File: src/rtl/wi23_defs.sv
// Shared definitions for the wi23 keyboard path: bus width, decoder entry width
// and the strobe edge-detector state type.
package wi23_defs;

  localparam int DATA_WIDTH = 32;
  localparam int KB_ENTRY_W = 18;

  typedef enum logic {
    IDLE = 1'b0,
    HELD = 1'b1
  } edge_state_t;

endpackage

File: src/rtl/kb_char_ram.sv
// Keyboard character storage: DEPTH x DATA_WIDTH register file with one
// synchronous write port and an asynchronous read port.
module kb_char_ram
  import wi23_defs::*;
#(
  parameter int DEPTH = 4,
  parameter int AW    = $clog2(DEPTH)
) (
  input  logic                  clk,
  input  logic                  we,
  input  logic [AW-1:0]         waddr,
  input  logic [DATA_WIDTH-1:0] wdata,
  input  logic [AW-1:0]         raddr,
  output logic [DATA_WIDTH-1:0] rdata
);

  logic [DATA_WIDTH-1:0] mem [DEPTH];

  always_ff @(posedge clk) begin
    if (we) mem[waddr] <= wdata;
  end

  assign rdata = mem[raddr];

endmodule

File: src/rtl/kb_char_fifo.sv
// Keyboard character FIFO between the PS/2 decoder and the memory-mapped read
// port: edge-triggered push/pop strobes, overflow policy, break filtering, flush.
module kb_char_fifo
  import wi23_defs::*;
#(
  parameter int DEPTH       = 4,
  parameter int ENTRY_W     = KB_ENTRY_W,
  parameter int AF_LEVEL    = DEPTH - 1,
  parameter int DROP_OLDEST = 0,
  parameter int KEEP_BREAK  = 1,
  localparam int AW         = $clog2(DEPTH),
  localparam int CW         = $clog2(DEPTH + 1)
) (
  input  logic                  clk,
  input  logic                  rst,
  input  logic                  write_i,
  input  logic                  read_i,
  input  logic                  make_i,
  input  logic [ENTRY_W-1:0]    entry_i,
  input  logic                  flush_i,
  output logic [DATA_WIDTH-1:0] entry_o,
  output logic                  empty_o,
  output logic                  full_o,
  output logic                  almost_full_o,
  output logic [CW-1:0]         count_o,
  output logic                  overflow_o
);

  localparam logic [CW-1:0] AF_CNT = CW'(AF_LEVEL);
  localparam logic [AW:0]   PTR_ONE = (AW + 1)'(1);

  edge_state_t           wr_state, rd_state;
  logic [AW:0]           wptr, rptr;
  logic                  push_ev, pop_ev, push_ok;
  logic                  is_empty, is_full, overflow_ev, mem_we, rptr_adv;
  logic [DATA_WIDTH-1:0] wr_word, head_word;

  assign push_ev  = (wr_state == IDLE) && write_i;
  assign pop_ev   = (rd_state == IDLE) && read_i;
  assign push_ok  = push_ev && !(&entry_i) && ((KEEP_BREAK != 0) || make_i);
  assign is_empty = (wptr == rptr);
  assign is_full  = (wptr[AW-1:0] == rptr[AW-1:0]) && (wptr[AW] != rptr[AW]);
  assign wr_word  = DATA_WIDTH'({make_i, entry_i});

  // A pop on the same edge frees the head slot, so only an unaccompanied push overflows.
  assign overflow_ev = push_ok && is_full && !pop_ev;
  assign mem_we      = !rst && !flush_i && push_ok && (!overflow_ev || (DROP_OLDEST != 0));
  assign rptr_adv    = (pop_ev && !is_empty) || (overflow_ev && (DROP_OLDEST != 0));

  always_ff @(posedge clk) begin
    if (rst) begin
      wr_state <= IDLE;
      rd_state <= IDLE;
    end else begin
      case (wr_state)
        IDLE:    if (write_i) wr_state <= HELD;
        HELD:    if (!write_i) wr_state <= IDLE;
        default: wr_state <= IDLE;
      endcase
      case (rd_state)
        IDLE:    if (read_i) rd_state <= HELD;
        HELD:    if (!read_i) rd_state <= IDLE;
        default: rd_state <= IDLE;
      endcase
    end
  end

  always_ff @(posedge clk) begin
    if (rst || flush_i) begin
      wptr       <= '0;
      rptr       <= '0;
      entry_o    <= '0;
      overflow_o <= 1'b0;
    end else begin
      if (pop_ev) entry_o <= is_empty ? '0 : head_word;
      if (mem_we) wptr <= wptr + PTR_ONE;
      if (rptr_adv) rptr <= rptr + PTR_ONE;
      if (overflow_ev) overflow_o <= 1'b1;
    end
  end

  kb_char_ram #(
    .DEPTH (DEPTH)
  ) u_ram (
    .clk   (clk),
    .we    (mem_we),
    .waddr (wptr[AW-1:0]),
    .wdata (wr_word),
    .raddr (rptr[AW-1:0]),
    .rdata (head_word)
  );

  assign empty_o       = is_empty;
  assign full_o        = is_full;
  assign count_o       = CW'(wptr - rptr);
  assign almost_full_o = (count_o >= AF_CNT);

endmodule

File: config.mk
export PLATFORM = sky130hd
export DESIGN_NAME = kb_char_fifo
export DESIGN_NICKNAME = d
export VERILOG_FILES = /design/src/rtl/wi23_defs.sv /design/src/rtl/kb_char_ram.sv /design/src/rtl/kb_char_fifo.sv
export SDC_FILE = /design/constraint.sdc
export NUM_CORES = 1
export LEC_CHECK = 0
export BUFFER_PORTS_ARGS = -buffer_cell sky130_fd_sc_hd__buf_2
export CORE_ASPECT_RATIO = 0.8
export CORE_MARGIN = 5
export CORE_UTILIZATION = 50
export CTS_BUF_LIST = sky130_fd_sc_hd__clkbuf_4 sky130_fd_sc_hd__clkbuf_8
export DETAILED_ROUTE_END_ITERATION = 16
export PLACE_DENSITY = 0.74
export RECOVER_POWER = 25
export SLEW_MARGIN = 0
export SYNTH_ARGS = -nofsm -noshare
export SYNTH_HDL_FRONTEND = slang
export SYNTH_SLANG_ARGS = --single-unit
File: constraint.sdc
create_clock -name clk -period 2.4 [get_ports clk]
set_clock_uncertainty 0.15 [all_clocks]
set_input_delay 0 -clock clk [delete_from_list [all_inputs] [get_ports clk]]
set_output_delay 0 -clock clk [all_outputs]
set_load 0.05 [all_outputs]
======== Yosys cells after proc, flatten, opt, wreduce, memory -nomap -nowiden ========
Memory sizes are Yosys's and may differ from the RTL's. A register that Yosys moved wholly into a read port is not among the register bits.
Cells that the tools add are included.
W data, S select, Z words.
cells by class
  muxes and demuxes ....................... 7
  bitwise gates (word level) .............. 2
  order comparisons ....................... 1
  add/subtract/negate cells ............... 3
  reductions and logical operators ........ 18
  equality and inequality tests ........... 3
operators by type and width
  cell                   number
  $mux W32               1
  $reduce_and A18 Y1     1
  $logic_and A1 B1 Y1    10
  $add A3 B1 Y3 const B  2
  $logic_not A1 Y1       6
  $mux W1                4
  $mux W2                2
  $eq A3 B3 Y1           1
  $ge A3 B2 Y1 const B   1
  $sub A3 B3 Y3          1
  $eq A2 B2 Y1           1
  $not A1 Y1             2
  $logic_or A1 B1 Y1     1
  $ne A1 B1 Y1           1
word-level totals
  register bits ........................... 41
  RAM bits ................................ 76
  memories ................................ 1
  input port bits ......................... 24
memory list
  memory     depth  width  read ports  clocked after memory_dff  write ports  line               text
  u_ram.mem  4      19     1           1                         1            kb_char_ram.sv:17  logic [DATA_WIDTH-1:0] mem [DEPTH];

======== Depth between registers and ports, before layout ========
  depth after elaboration ................. 9
  mapped depth ............................ 6

======== By module ========
From an unflattened synthesis, not the netlist that was laid out.
unflattened totals
  cells, all modules ...................... 381
  area, all modules ....................... 6444.9 um^2
by module, submodules not included
  module        area each (um^2)  cells an instance  seq. area each (um^2)  times used
  kb_char_ram   4689.5            171                3843.7                 1
  kb_char_fifo  1755.4            210                820.8                  1

======== Least setup slack after synthesis ========
No wires, ideal clock.
  path type ............................... flip-flop to output port
  start point ............................. reg wptr[0]
  end point ............................... out almost_full_o
  cell stages (with the launch flop) ...... 7
  path slack .............................. -0.034 ns
  data required time ...................... 2.250 ns
  arrival ................................. 2.284 ns
  cells stage by stage .................... dfxtp_1 > inv_1 > ha_1 > inv_1 > fa_1 > xnor2_1 > a21o_1
on the way
  word-level cells in the longest chain between the ends .. 2
RTL lines
  element                 line                text
  start, declared         kb_char_fifo.sv:33  logic [AW:0] wptr, rptr;
  start signal, assigned  kb_char_fifo.sv:76  if (mem_we) wptr <= wptr + PTR_ONE;
  $sub A3 B3 Y3           kb_char_fifo.sv:95  assign count_o = CW'(wptr - rptr);
  via count_o[2]          kb_char_fifo.sv:25  output logic [CW-1:0] count_o,
  $ge A3 B2 Y1            kb_char_fifo.sv:96  assign almost_full_o = (count_o >= AF_CNT);
  end, declared           kb_char_fifo.sv:24  output logic almost_full_o,
The timed path passes the listed nets, and every way through them passes these cells.

======== Final worst setup path ========
  start point ............................. reg wptr[0]
  end point ............................... mem u_ram.mem[0][15] (netlist bit) (enable)
on the way
  word-level cells in the longest chain between the ends .. 8
RTL lines
  element                            line                text
  $eq A2 B2 Y1                       kb_char_fifo.sv:42  assign is_full = (wptr[AW-1:0] == rptr[AW-1:0]) && (wptr[AW] != rptr[AW]);
  $logic_and A1 B1 Y1                kb_char_fifo.sv:42
  $logic_and A1 B1 Y1 (2 in series)  kb_char_fifo.sv:46  assign overflow_ev = push_ok && is_full && !pop_ev;
  $logic_not A1 Y1                   kb_char_fifo.sv:47  assign mem_we = !rst && !flush_i && push_ok && (!overflow_ev || (DROP_OLDEST != 0));
  $logic_and A1 B1 Y1                kb_char_fifo.sv:47
  $mux W1                            kb_char_ram.sv:20   if (we) mem[waddr] <= wdata;
  $mux W1 (implied by the code)      kb_char_ram.sv:20
  end, declared                      kb_char_ram.sv:17
Several ways; a longest one is shown, not always the timed one.

==> out/qor.txt <==
Core area -> 8020 um^2
Synth Area per Inst -> 16.6 um^2
Row cnt -> 29
Critical Path RT -> 2.33 ns
WL final -> 8140 um
Netlist cell types -> 37
CTS tree -> yes
Crit path to -> u_ram.mem[0][15]
Tcrit/Tclk final -> 93.9%
Cell Pwr Density -> 648 nW/um^2
Dpl ws -> 0.0983 ns
H-tree levels -> 3
Main synth FF type -> edfxtp_1
# port buffers -> 49
Most common cell after layout, fill and taps aside -> edfxtp_1
Worst-path clk slew -> 0.10 ns
Final Hold Slack -> 0.227 ns
Yosys warnings -> 0
Post-synth top area share -> 54.7%
Critical path class -> register to register
Worst slew pin tran -> 0.533 ns
Worst path top cell family by delay -> simple AND/OR/NAND/NOR gates
Total GRT Usage -> 16.7%
Post-Syn Area -> 4170 um^2
Final ANT Viol Nets -> 0
DR top layer -> met4
Post-Syn Instances -> 251
EDFF count, synth -> 76
I/O Pins -> 63
Wire length on met3 -> 579 um
Status -> complete, no violations
Total CTS buffers -> 9
Crit-path max cell delay -> 0.40 ns
Hold depth -> 3
First-pass GRT wire length -> 13200 um
TritonRoute pass-1 iters -> 4
Post-Route Setup TNS -> 0 ns
Routed via count -> 2386
Vias in the first global route -> 2513
Cell count along the critical path -> 7
MaxCap Viol Count -> 0
RSZ-0062 raised after global routing -> no
Antenna cells -> 0
Final worst path period need -> 2.25 ns
Worst flop-to-flop path endpoint -> u_ram.mem[0][15]
Final net count -> 368
Worst Path Arrival -> 2.18 ns
CP Max Fanout -> 6
# DRC -> 0
Largest net degree at the start of global routing -> 25
Antenna violations before repair -> 0
Final Instance Area -> 4990 um^2
Area taken by multi-input logic gates -> 1160 um^2
CP endpoint kind -> register
Vias per inst -> 5.31
Hold WC Path Type -> input port to register
Start point of the critical path -> wptr[0]
Synth area leader -> edfxtp_1
Slew Viols, Final -> 0
PnR worst setup slack -> 0.146 ns
Sink Count -> 106
Critical path startpoint category -> register
Setup violations, final -> 0
Async SR Flop Fraction -> 0%
Initial DRC Count -> 112
Average wire per standard cell -> 18.1 um
Share of cells above drive strength 1 -> 26.4%
Clock tree buffer depth -> 2
LEAKAGE -> 1.77 nW
Hpwl dp -> 5320 um
Worst R2R Setup Slack -> 0.15 ns
Worst-case reg-to-reg path depth -> 7
Filler Cell Count -> 584
Max IR drop VDD -> 0.000378 V
Clk Latency, worst-skew pair -> 0.36 ns
Gr ovfl total -> 0
Register area share after synthesis -> 69.1%
Die extent in x -> 112 um
Die height -> 91.7 um
Max-slew headroom -> 64.5%
Most frequent cells in the layout -> edfxtp_1 (76), buf_2 (34), dfxtp_1 (30), nor2_1 (26), dlygate4sd3_1 (24)
Area Overhead vs Synth -> 19.8%
Final Hold Vio Count -> 0
Yosys reg bits -> 106
Max frequency -> 444 MHz
Clk root buf -> clkbuf_8
CP Buf/Inv Count -> 2
GP Congestion -> 0.779
Synth top area cells -> edfxtp_1 (55%), dfxtp_1 (14%), mux4_2 (10%)
Post-Place Cell Area -> 4570 um^2
Critical Path Slowest Stage Cell -> dfxtp_1
Routed length on met1 -> 3620 um
Critical path cell sequence -> inv_1, ha_1, nand2_2, o31ai_1, a21oi_2, and3_1, buf_4
Die area -> 10300 um^2
Reg2reg start -> wptr[0]
Sequential cell area -> 2880 um^2
Met2 WL post-DR -> 3850 um
Initial core utilization -> 52.0%
Fin util -> 62.3%
-- layer usage --
metal | up-vias | global-route usage, %
met1 | 1181 | 22.9
met3 | 10 | 5.20
met5 | - | 0
li1 | 1105 | -
met4 | 0 | 4.60
met2 | 90 | 26.1
-- flip-flops by register name, indices dropped and copies added, names as in the netlist, named ones only --
name and flops:
u_ram.mem 76, entry_o 19, rptr 3, wptr 3, overflow_o 1, rd_state 1
wr_state 1
-- cell type report --
| type | count | share of cell area, % |
|---|---|---|
| flip-flops and latches | 106 | 57.7 |
| multi-input cells | 128 | 23.2 |
| repair buffers | 86 | 12.3 |
| well taps | 108 | 2.71 |
| clock buffers | 9 | 2.48 |
| clock inverters | 7 | 1.25 |
| inverters | 5 | 0.376 |
-- per-stage QoR --
step                      total power [mW]  instances
after global routing                  3.35        449
after floorplan                       2.17        263
after detailed placement              2.22        408
after CTS                             3.26        448
after global placement                2.22        408
final                                 3.24        449
-- worst register-to-register path: stages (launching register included) --
cell	delay (ns)
dfxtp_1	0.40
inv_1	0.11
ha_1	0.37
nand2_2	0.15
o31ai_1	0.10
a21oi_2	0.24
and3_1	0.27
buf_4	0.19
-- cell families after synthesis --
family	after synthesis	synth area share (%)
AND/OR/NAND/NOR	50	5.79
XOR/XNOR	5	1.23
adder cells (fa/ha/maj)	8	2.58
AO/OA/AOI/OAI	30	5.70
buffers and inverters	29	4.47
flip-flops	106	69.1
multiplexers	22	11.0
other	1	0.0899
-- report_power, final --
group	internal (mW)	leakage [nW]	switching, mW
clock network	0.397	0.0947	0.629
registers	1.97	0.928	0.00634
logic	0.0768	0.752	0.153
total	2.45	1.77	0.789
-- worst min path at each step --
stage | from | endpoint | slack (ns)
5_1_grt | rst | rd_state | 0.23
4_1_cts | rst | rd_state | 0.21
2_1_floorplan | rst | rd_state | -0.08
3_5_place_dp | rst | rd_state | 0.05
3_3_place_gp | rst | wr_state | 0.05
6_report | rst | rd_state | 0.23
-- cells in the mapped netlist (all sizes together) (4+ instances only) --
cell type	count
dfxtp	30
ha	7
a22oi	19
nand2	7
inv	5
nor2b	5
edfxtp	76
nor2	26
buf	18
clkbuf	6
and3	4
mux4	19
-- timing repair --
item	CTS	global route
hold buffers	24	0
endpoints found under the hold margin	82	0
resized for setup	0	2
buffers inserted	0	1
endpoints found under the setup margin	0	73
No activity file was read; power rests on OpenSTA's default activity.
